==> src/rtl/mem_bus_arbiter.sv <==
// Two-master round-robin arbiter for the shared valid/ready memory bus.
// A grant is held for a whole transaction. A per-transaction watchdog
// completes hung accesses with an error word so the bus cannot deadlock.
module mem_bus_arbiter #(
   parameter int          TIMEOUT   = 64,
   parameter logic [31:0] ERR_RDATA = 32'hDEADBEEF,
   parameter int          CNT_W     = 8
) (
   input  logic        clk,
   input  logic        rst,
   input  logic        m0_valid,
   output logic        m0_ready,
   input  logic [31:0] m0_addr,
   input  logic [31:0] m0_wdata,
   input  logic [3:0]  m0_wstrb,
   output logic [31:0] m0_rdata,
   input  logic        m1_valid,
   output logic        m1_ready,
   input  logic [31:0] m1_addr,
   input  logic [31:0] m1_wdata,
   input  logic [3:0]  m1_wstrb,
   output logic [31:0] m1_rdata,
   output logic        s_valid,
   input  logic        s_ready,
   output logic [31:0] s_addr,
   output logic [31:0] s_wdata,
   output logic [3:0]  s_wstrb,
   input  logic [31:0] s_rdata,
   output logic        busy,
   output logic        err_stb,
   output logic        err_master,
   output logic [31:0] err_addr
);

   typedef enum logic [1:0] {
      ST_IDLE = 2'd0,
      ST_GNT0 = 2'd1,
      ST_GNT1 = 2'd2
   } state_t;

   // With the watchdog disabled the counter simply stays at zero.
   localparam logic             WDOG_EN  = (TIMEOUT > 0);
   localparam logic [CNT_W-1:0] CNT_LAST = (TIMEOUT > 0) ? CNT_W'(TIMEOUT - 1) : '0;

   state_t           state_q;
   logic             last_grant_q;
   logic [CNT_W-1:0] cnt_q;
   logic             err_master_q;
   logic [31:0]      err_addr_q;

   logic gnt0, gnt1, gm_valid, timeout, handshake, done;

   assign gnt0     = (state_q == ST_GNT0);
   assign gnt1     = (state_q == ST_GNT1);
   assign gm_valid = (gnt0 & m0_valid) | (gnt1 & m1_valid);

   // Timeout fires only when the slave is still silent in the last allowed
   // cycle, so a slave answering in that very cycle completes normally.
   assign timeout   = WDOG_EN & gm_valid & ~s_ready & (cnt_q == CNT_LAST);
   assign s_valid   = gm_valid & ~timeout;
   assign handshake = s_valid & s_ready;
   assign done      = handshake | timeout;

   assign m0_ready   = gnt0 & done;
   assign m1_ready   = gnt1 & done;
   assign busy       = gnt0 | gnt1;
   assign err_stb    = timeout;
   assign err_master = err_master_q;
   assign err_addr   = err_addr_q;

   // Request and response muxing; the ungranted master always sees zero data.
   always_comb begin
      s_addr   = '0;
      s_wdata  = '0;
      s_wstrb  = '0;
      m0_rdata = '0;
      m1_rdata = '0;
      if (gnt0) begin
         s_addr   = m0_addr;
         s_wdata  = m0_wdata;
         s_wstrb  = m0_wstrb;
         m0_rdata = timeout ? ERR_RDATA : s_rdata;
      end else if (gnt1) begin
         s_addr   = m1_addr;
         s_wdata  = m1_wdata;
         s_wstrb  = m1_wstrb;
         m1_rdata = timeout ? ERR_RDATA : s_rdata;
      end
   end

   // Arbitration state, fairness pointer, watchdog counter and error capture.
   always_ff @(posedge clk) begin
      if (rst) begin
         state_q      <= ST_IDLE;
         last_grant_q <= 1'b1;
         cnt_q        <= '0;
         err_master_q <= 1'b0;
         err_addr_q   <= '0;
      end else begin
         case (state_q)
            ST_IDLE: begin
               cnt_q <= '0;
               // On a tie the master that was not served last wins.
               if (m0_valid && (!m1_valid || last_grant_q)) begin
                  state_q <= ST_GNT0;
               end else if (m1_valid) begin
                  state_q <= ST_GNT1;
               end
            end
            default: begin
               if (!gm_valid) begin
                  // Master withdrew its request: abandon silently.
                  state_q <= ST_IDLE;
                  cnt_q   <= '0;
               end else if (done) begin
                  state_q      <= ST_IDLE;
                  last_grant_q <= gnt1;
                  cnt_q        <= '0;
                  if (timeout) begin
                     err_master_q <= gnt1;
                     err_addr_q   <= gnt1 ? m1_addr : m0_addr;
                  end
               end else if (cnt_q != CNT_LAST) begin
                  cnt_q <= cnt_q + CNT_W'(1);
               end
            end
         endcase
      end
   end

endmodule

==> config.mk <==
export PLATFORM = sky130hd
export DESIGN_NAME = mem_bus_arbiter
export DESIGN_NICKNAME = d
export VERILOG_FILES = /design/src/rtl/mem_bus_arbiter.sv
export SDC_FILE = /design/constraint.sdc
export NUM_CORES = 1
export LEC_CHECK = 0
export BUFFER_PORTS_ARGS = -buffer_cell sky130_fd_sc_hd__buf_2
export CORE_AREA = 2 2 133 135
export CTS_CLUSTER_SIZE = 14
export DETAILED_ROUTE_END_ITERATION = 10
export DIE_AREA = 0 0 135 137
export PLACE_DENSITY = 0.58
export SYNTH_ARGS = -nofsm -noshare
export SYNTH_HDL_FRONTEND = slang
export SYNTH_SLANG_ARGS = --single-unit
==> constraint.sdc <==
create_clock -name clk -period 2.9 [get_ports clk]
set_clock_uncertainty 0.1 [all_clocks]
set_input_delay 0.435 -clock clk [delete_from_list [all_inputs] [get_ports clk]]
set_output_delay 0.435 -clock clk [all_outputs]
set_load 0.02 [all_outputs]
==> results of run 1 <==
[per-stage QoR]
step | hold slack (ns) | worst slack, ns | cells
after CTS | 0.3183 | 0.06432 | 1048
after global placement | 0.3347 | 0.4701 | 1040
after detailed placement | 0.3411 | 0.4004 | 1040
after floorplan | 0.3262 | 0.5659 | 510
after global routing | 0.3380 | 0.01957 | 1051
final | 0.3315 | 0.1467 | 1052
[layer usage]
layer / vias up / routed length (um) / share of wire (%)
li1: 2356 / - / -
met4: 0 / 187 / 1.1
met3: 10 / 1486 / 9.1
met2: 210 / 7478 / 46
met1: 2115 / 7163 / 44
met5: - / 0 / 0
[kinds of logic (layout without fill, tap and decap cells)]
logic type | count (synthesis) | after routing
compound gates | 189 | 189
simple gates | 183 | 183
buf+inv | 84 | 397
flops | 44 | 44
xor+xnor | 6 | 6
fa+ha+maj | 4 | 4
other cells | 0 | 4
[cells in the mapped netlist]
master,number,area (sq um)
o31ai_1,1,7.510
nor3_2,1,10.01
and4b_1,1,10.01
and2_1,3,18.77
buf_1,1,3.750
xor2_1,3,26.28
inv_1,36,135.1
dfxtp_1,44,880.8
ha_1,4,50.05
nand3_4,1,17.52
nand4b_1,1,8.760
a22o_1,36,315.3
nor2_1,11,41.29
o211ai_1,1,7.510
clkbuf_1,35,131.4
and4_1,1,8.760
nor2b_1,2,12.51
nand2b_1,1,6.260
nand3_1,3,15.01
nand4_1,1,6.260
nand2_1,133,499.2
o21a_1,48,360.4
buf_6,2,22.52
a21oi_1,35,175.2
buf_2,10,50.05
a22oi_2,1,12.51
and4bb_2,1,12.51
nor3_1,4,20.02
xnor2_1,3,26.28
or4b_4,1,13.76
or3b_2,1,8.760
and3_1,17,106.4
a32oi_1,1,8.760
o21ai_0,66,330.3
[layout make-up]
cell class | instances | area, sq um
Sequential cell | 44 | 880.8
Timing Repair Buffer | 353 | 1810
Clock buffer | 7 | 142.6
Multi-Input combinational cell | 382 | 2166
Antenna cell | 4 | 10.01
Inverter | 36 | 135.1
Clock inverter | 1 | 7.507
Fill cell | 1906 | 11620
Tap cell | 225 | 281.5
[power by group]
part,internal (mW),leakage (nW),switching [mW],total [mW]
combinational,0.272,2.50,0.443,0.715
clock,0.344,0.0702,0.250,0.594
sequential,0.607,0.355,0.00325,0.610
[worst max-delay path: stages (launching register included)]
cell,delay [ns]
dfxtp_1,0.36
ha_1,0.19
and3_2,0.28
nand3_4,0.09
or4b_4,0.61
and3_1,0.22
buf_2,0.15
[sequential cells by signal (all words and copies together) (netlist names)]
signal        flops
last_grant_q      1
err_addr         32
err_master        1
cnt_q             8
state_q           2
[path summary, 6_finish.rpt]
| path | start | endpoint | slack, ns | cells past startpoint |
|---|---|---|---|---|
| setup / recovery | cnt_q[0] | m0_rdata[29] | 0.15 | 6 |
| setup reg to reg | state_q[0] | err_addr[15] | 0.85 | 8 |
| hold / removal | rst | state_q[1] | 0.33 | 2 |
| hold reg to reg | err_addr[31] | err_addr[31] | 0.35 | 2 |
==> metrics.md, run 1 <==
| Metric | Value |
|---|---|
| Initial DRC count | 161 |
| Pwr Density | around 350 mW/mm^2 |
| CTS root buffer | clkbuf_16 |
| RSZ-0062 raised after global routing | false |
| Routability Congestion | roughly 0.84 |
| Full die area | about 0.018 sq mm |
| Die W | 135 um |
| GRT busiest layer | met2 |
| Relative slew slack | about two fifths |
| Fmax | 363.2 MHz |
| Clk slew on worst S/H paths | around 0.070 ns |
| Die height | 137 um |
| Most common cell after layout, fill and taps aside | buf_2 |
| Global-route wire length before repair | 22810 um |
| Setup TNS | 0 ns |
| Share of cells above drive strength 1 | 44.96% |
| Leakage power | 2.923 nW |
| Finish-stage setup viols | 0 |
| Port bufs | ~340 |
| Worst Path Class, Setup | flip-flop to output pin |
| CTS tree | yes |
| Drt total wl | roughly 16000 um |
| Drt via density | 4.459 |
| PostCTS Resize Cnt | 0 |
| Max IR drop VDD | 0.2073 mV |
| Arrival time at the worst endpoint | around 2.2 ns |
| Area Overhead vs Synth | 61.75% |
| Non-Filler Cell Area, Final | 0.005434 sq mm |
| Sequential area share after synthesis | 26.22% |
| Simple-gate share of the synthesized area | 24.28% |
| Crit path max fanout | 16 |
| Via count | 4691 |
| Hold Fails Final Rpt | 0 |
| Outcome | finished, final reports clean |
| Core ar. | 0.01706 sq mm |
| Mapped Cells | 510 |
| Met1 Use GR | a little over a fifth |
| H-tree levels | 2 |
| Antenna-violating nets left | 0 |
| Post-layout util | around a third |
| Syn. warnings | 0 |
| Clock Tree Buf Depth | 2 |
| Worst hold path class | primary input to flip-flop |
| Met2 Track Usage GR | about a quarter |
| Met3 GRT Util | around 5% |
| Ports | 343 |
| Unique masters post-synth | 34 |
| Max Cap Viol | 0 |
| TritonCTS Sinks | 44 |
| Syn nets | 687 |
| TritonRoute pass-1 iters | 4 |
| Largest family of logic cells by synthesized area | compound AO/OA/AOI/OAI gates |
| GRT Resource Usage Total | 16.08% |
| Initial Util | 19.70% |
| Total CTS buffers | 5 |
| Post-synthesis compound-gate area fraction | 36.24% |
| Startpoint types | flip-flop |
| Tot Pwr | 1.919 mW |
| Hpwl dp | 12990 um |
| Register bit total from synthesis | 44 |
| Grt total ovfl | 0 |
| Fin nets | 999 |
| Most frequent cells in the layout | buf_2 (342), nand2_1 (133), o21ai_0 (66), o21a_1 (48), dfxtp_1 (44) |
| Pin count of the biggest net entering global routing | between 90 and 100 |
| Drt wl/cell | roughly 16 um |
| Tmin final | 2.753 ns |
| Vias in the first global route | 3968 |
| Row Count | 48 |
| Number of hold buffers added after CTS | 0 |
| Insertion delay to the later sink of the worst-skew pair | 0.29 ns |
| Postcts setup bufs | 0 |
| Post-Synthesis Cell Area | 0.003359 sq mm |
| XOR/XNOR Fraction of Synth Area | 1.564% |
| Avg Inst Size Synth | 6.587 sq um |
| CP Capture Type | output pin |
| Final-report max-slew violation count | 0 |
| Initial antenna violation count | 4 |
| Placed cell area | around 0.0053 sq mm |
| Crit path required time | 2.37 ns |
| Tightest Pin Transition | 0.9242 ns |
| Drt drc | 0 |
| Adder-cell share of the synthesized area | 1.490% |
| Final Cycle Share | 94.94% |
| Fraction of synthesized area in multiplexers | 0% |
No activity file was read; power rests on OpenSTA's default activity.
==> run 2, diff against run 1 <==
--- a/config.mk
+++ b/config.mk
@@ -6,11 +6,12 @@
 export NUM_CORES = 1
 export LEC_CHECK = 0
 export BUFFER_PORTS_ARGS = -buffer_cell sky130_fd_sc_hd__buf_2
-export CORE_AREA = 2 2 133 135
+export CAP_MARGIN = 30
+export CORE_AREA = 2 2 134 136
 export CTS_CLUSTER_SIZE = 14
 export DETAILED_ROUTE_END_ITERATION = 10
-export DIE_AREA = 0 0 135 137
-export PLACE_DENSITY = 0.58
+export DIE_AREA = 0 0 136 138
+export PLACE_DENSITY = 0.57
 export SYNTH_ARGS = -nofsm -noshare
 export SYNTH_HDL_FRONTEND = slang
 export SYNTH_SLANG_ARGS = --single-unit
==> metrics.md, run 2 (same netlist as run 1, synthesis figures left out) <==
| Metric | Value |
|---|---|
| CTS root buffer | clkbuf_16 |
| Crit-path max cell delay | 0.61 ns (about the same) |
| Worst R2R Setup Slack | 0.68 ns (-0.17 ns) |
| Met3 Wirelength | 1309 um (-12%) |
| HP Start | err_addr[15] |
| Max IR drop VDD | 0.2856 mV (+38%) |
| Port bufs | 342 (unchanged) |
| Final hold slack | 0.3498 ns (+0.01834 ns) |
| Full die area | 0.01877 sq mm (+1.5%) |
| Final setup margin | 0.1635 ns (+0.01684 ns) |
| Finish-stage setup viols | 0 (unchanged) |
| CP Capture Type | output pin |
| Worst path buffer plus inverter count | 1 (unchanged) |
| Grt total ovfl | 0 (unchanged) |
| Cell family with most CP delay | simple AND/OR/NAND/NOR gates |
| Clock Tree Buf Depth | 2 (unchanged) |
| Initial Util | 19.16% (-0.54 points) |
| Initial antenna violation count | 5 (+1) |
| Clk slew on worst S/H paths | 0.06 ns (about the same) |
| Via count | 4655 (-0.77%) |
| Initial DRC count | 128 (-20%) |
| Fin nets | 1000 (+0.10%) |
| Reg2Reg Capture Point | err_addr[18] |
| Post-layout util | 31.22% (-0.64 points) |
| GRT Resource Usage Total | 15.85% (-0.23 points) |
| Total CTS buffers | 5 (unchanged) |
| DR top layer | met5 |
| Antenna-violating nets left | 0 (unchanged) |
| Metal2 WL | 7776 um (+4.0%) |
| Number of hold buffers added after CTS | 0 (unchanged) |
| Hpwl dp | 12610 um (-2.9%) |
| Pin count of the biggest net entering global routing | 107 (+15%) |
| Crit path required time | 2.37 ns (about the same) |
| CP max stage cell | or4b_4 |
| TritonRoute pass-1 iters | 4 (unchanged) |
| Vias in the first global route | 4225 (+6.5%) |
| Pwr Density | 353.6 mW/mm^2 (+0.10%) |
| H-tree levels | 2 (unchanged) |
| Core ar. | 0.01753 sq mm (+2.8%) |
| Worst path cell trace | ha_1, and3_2, nand3_4, or4b_4, and3_1, buf_2 |
| M1 WL | 6793 um (-5.2%) |
| Tmin final | 2.736 ns (-0.01684 ns) |
| Area Overhead vs Synth | 62.94% |
| TritonCTS Sinks | 44 (unchanged) |
| Row Count | 49 (+2.1%) |
| RSZ-0062 raised after global routing | false |
| Insertion delay to the later sink of the worst-skew pair | 0.29 ns (about the same) |
| Leakage power | 2.941 nW (+0.60%) |
| Pre-CTS setup slack | 0.3992 ns (-0.001172 ns) |
| Ports | 343 (unchanged) |
| Tightest Pin Transition | 0.4568 ns (-0.4674 ns) |
| Fmax | 365.4 MHz (+0.62%) |
| Most common cell after layout, fill and taps aside | buf_2 |
| Arrival time at the worst endpoint | 2.20 ns (-0.02 ns) |
| Die W | 136 um (+0.74%) |
| Relative slew slack | 69.55% (+31 points) |
| Depth of the worst register-to-register path | 8 (unchanged) |
| Die height | 138 um (+0.73%) |
| Drt via density | 4.404 (-1.2%) |
| Most frequent cells in the layout | buf_2 (342), nand2_1 (133), o21ai_0 (66), o21a_1 (48), dfxtp_1 (44) |
| Startpoint types | flip-flop |
| Largest register FFs | 32 (unchanged) |
| Drt drc | 0 (unchanged) |
| Drt total wl | 16250 um (-0.39%) |
| Hold path endpoint | err_addr[15] |
| Routability Congestion | 0.7798 (-6.9%) |
| Worst Path Class, Setup | flip-flop to output pin |
| Final-report max-slew violation count | 0 (unchanged) |
| Crit path max fanout | 16 (unchanged) |
| Tot Pwr | 1.935 mW (+0.84%) |
| Worst reg2reg startpoint | state_q[1] |
| CTS tree | yes |
| Outcome | finished, final reports clean |
| Max Cap Viol | 0 (unchanged) |
| Drt wl/cell | 15.38 um (-0.86%) |
| Hold Fails Final Rpt | 0 (unchanged) |
| Final Cycle Share | 94.36% (-0.58 points) |
| Worst hold path class | flip-flop to flip-flop |
| Global-route wire length before repair | 23210 um (+1.8%) |
| Setup TNS | 0 ns (unchanged) |
| Min-Delay Path Depth | 2 (unchanged) |
| Share of cells above drive strength 1 | 45.15% (+0.19 points) |
run 2: cell types whose count changed in the layout (fill, tap and decap cells not counted):
cell        change
clkbuf_1        -1
buf_4           -1
buf_12          +2
inv_6           +1
clkinvlp_4      -1
clkinv_2        +1
run 2: worst max-delay path by stage:
stage                         endpoint  startpoint  depth (start not counted)
after floorplan           m0_rdata[24]    cnt_q[0]                          7
after global placement    m1_rdata[24]    cnt_q[0]                          6
after detailed placement  m0_rdata[14]  state_q[1]                          7
after CTS                 m0_rdata[14]  state_q[1]                          7
after global routing      m0_rdata[29]  state_q[1]                          7
final                     m0_rdata[14]    cnt_q[0]                          6
run 2: what timing repair did:
action / in CTS / in global routing
endpoints found under the setup margin: 0 / 30
endpoints found under the hold margin: 0 / 0
setup buffers: 0 / 1
resized for setup: 0 / 1
run 2: layout make-up:
type                            instances  area [sq um]
Antenna cell                            4         10.01
Multi-Input combinational cell        382          2166
Tap cell                              229         286.5
Sequential cell                        44         880.8
Timing Repair Buffer                  354          1843
Clock inverter                          2         13.76
Clock buffer                            6         138.9
Fill cell                            1971         12060
Inverter                               36         135.1
run 2: power breakdown:
group | switching (mW) | internal [mW] | total, mW
Clock | 0.260 | 0.345 | 0.605
Sequential | 0.00314 | 0.607 | 0.610
Combinational | 0.443 | 0.277 | 0.720
Total | 0.707 | 1.23 | 1.94
run 2: per-layer routing:
metal  track usage (%)  vias to the layer above
met1             18.75                     2061
met2             27.64                      209
met5                 0                        -
li1                  -                     2362
met4             5.208                        2
met3             4.070                       21
run 2: per-stage QoR:
step,cell area (sq um),std cells
4_1_cts,5451,1052
5_1_grt,5469,1055
3_5_place_dp,5299,1044
6_report,5474,1057
2_1_floorplan,3359,510
3_3_place_gp,5299,1044
run 2: tightest hold or removal path, cell delays in order, from the launching register on:
cell	delay [ns]
dfxtp_1	0.31
nand2_1	0.05
a21oi_1	0.05
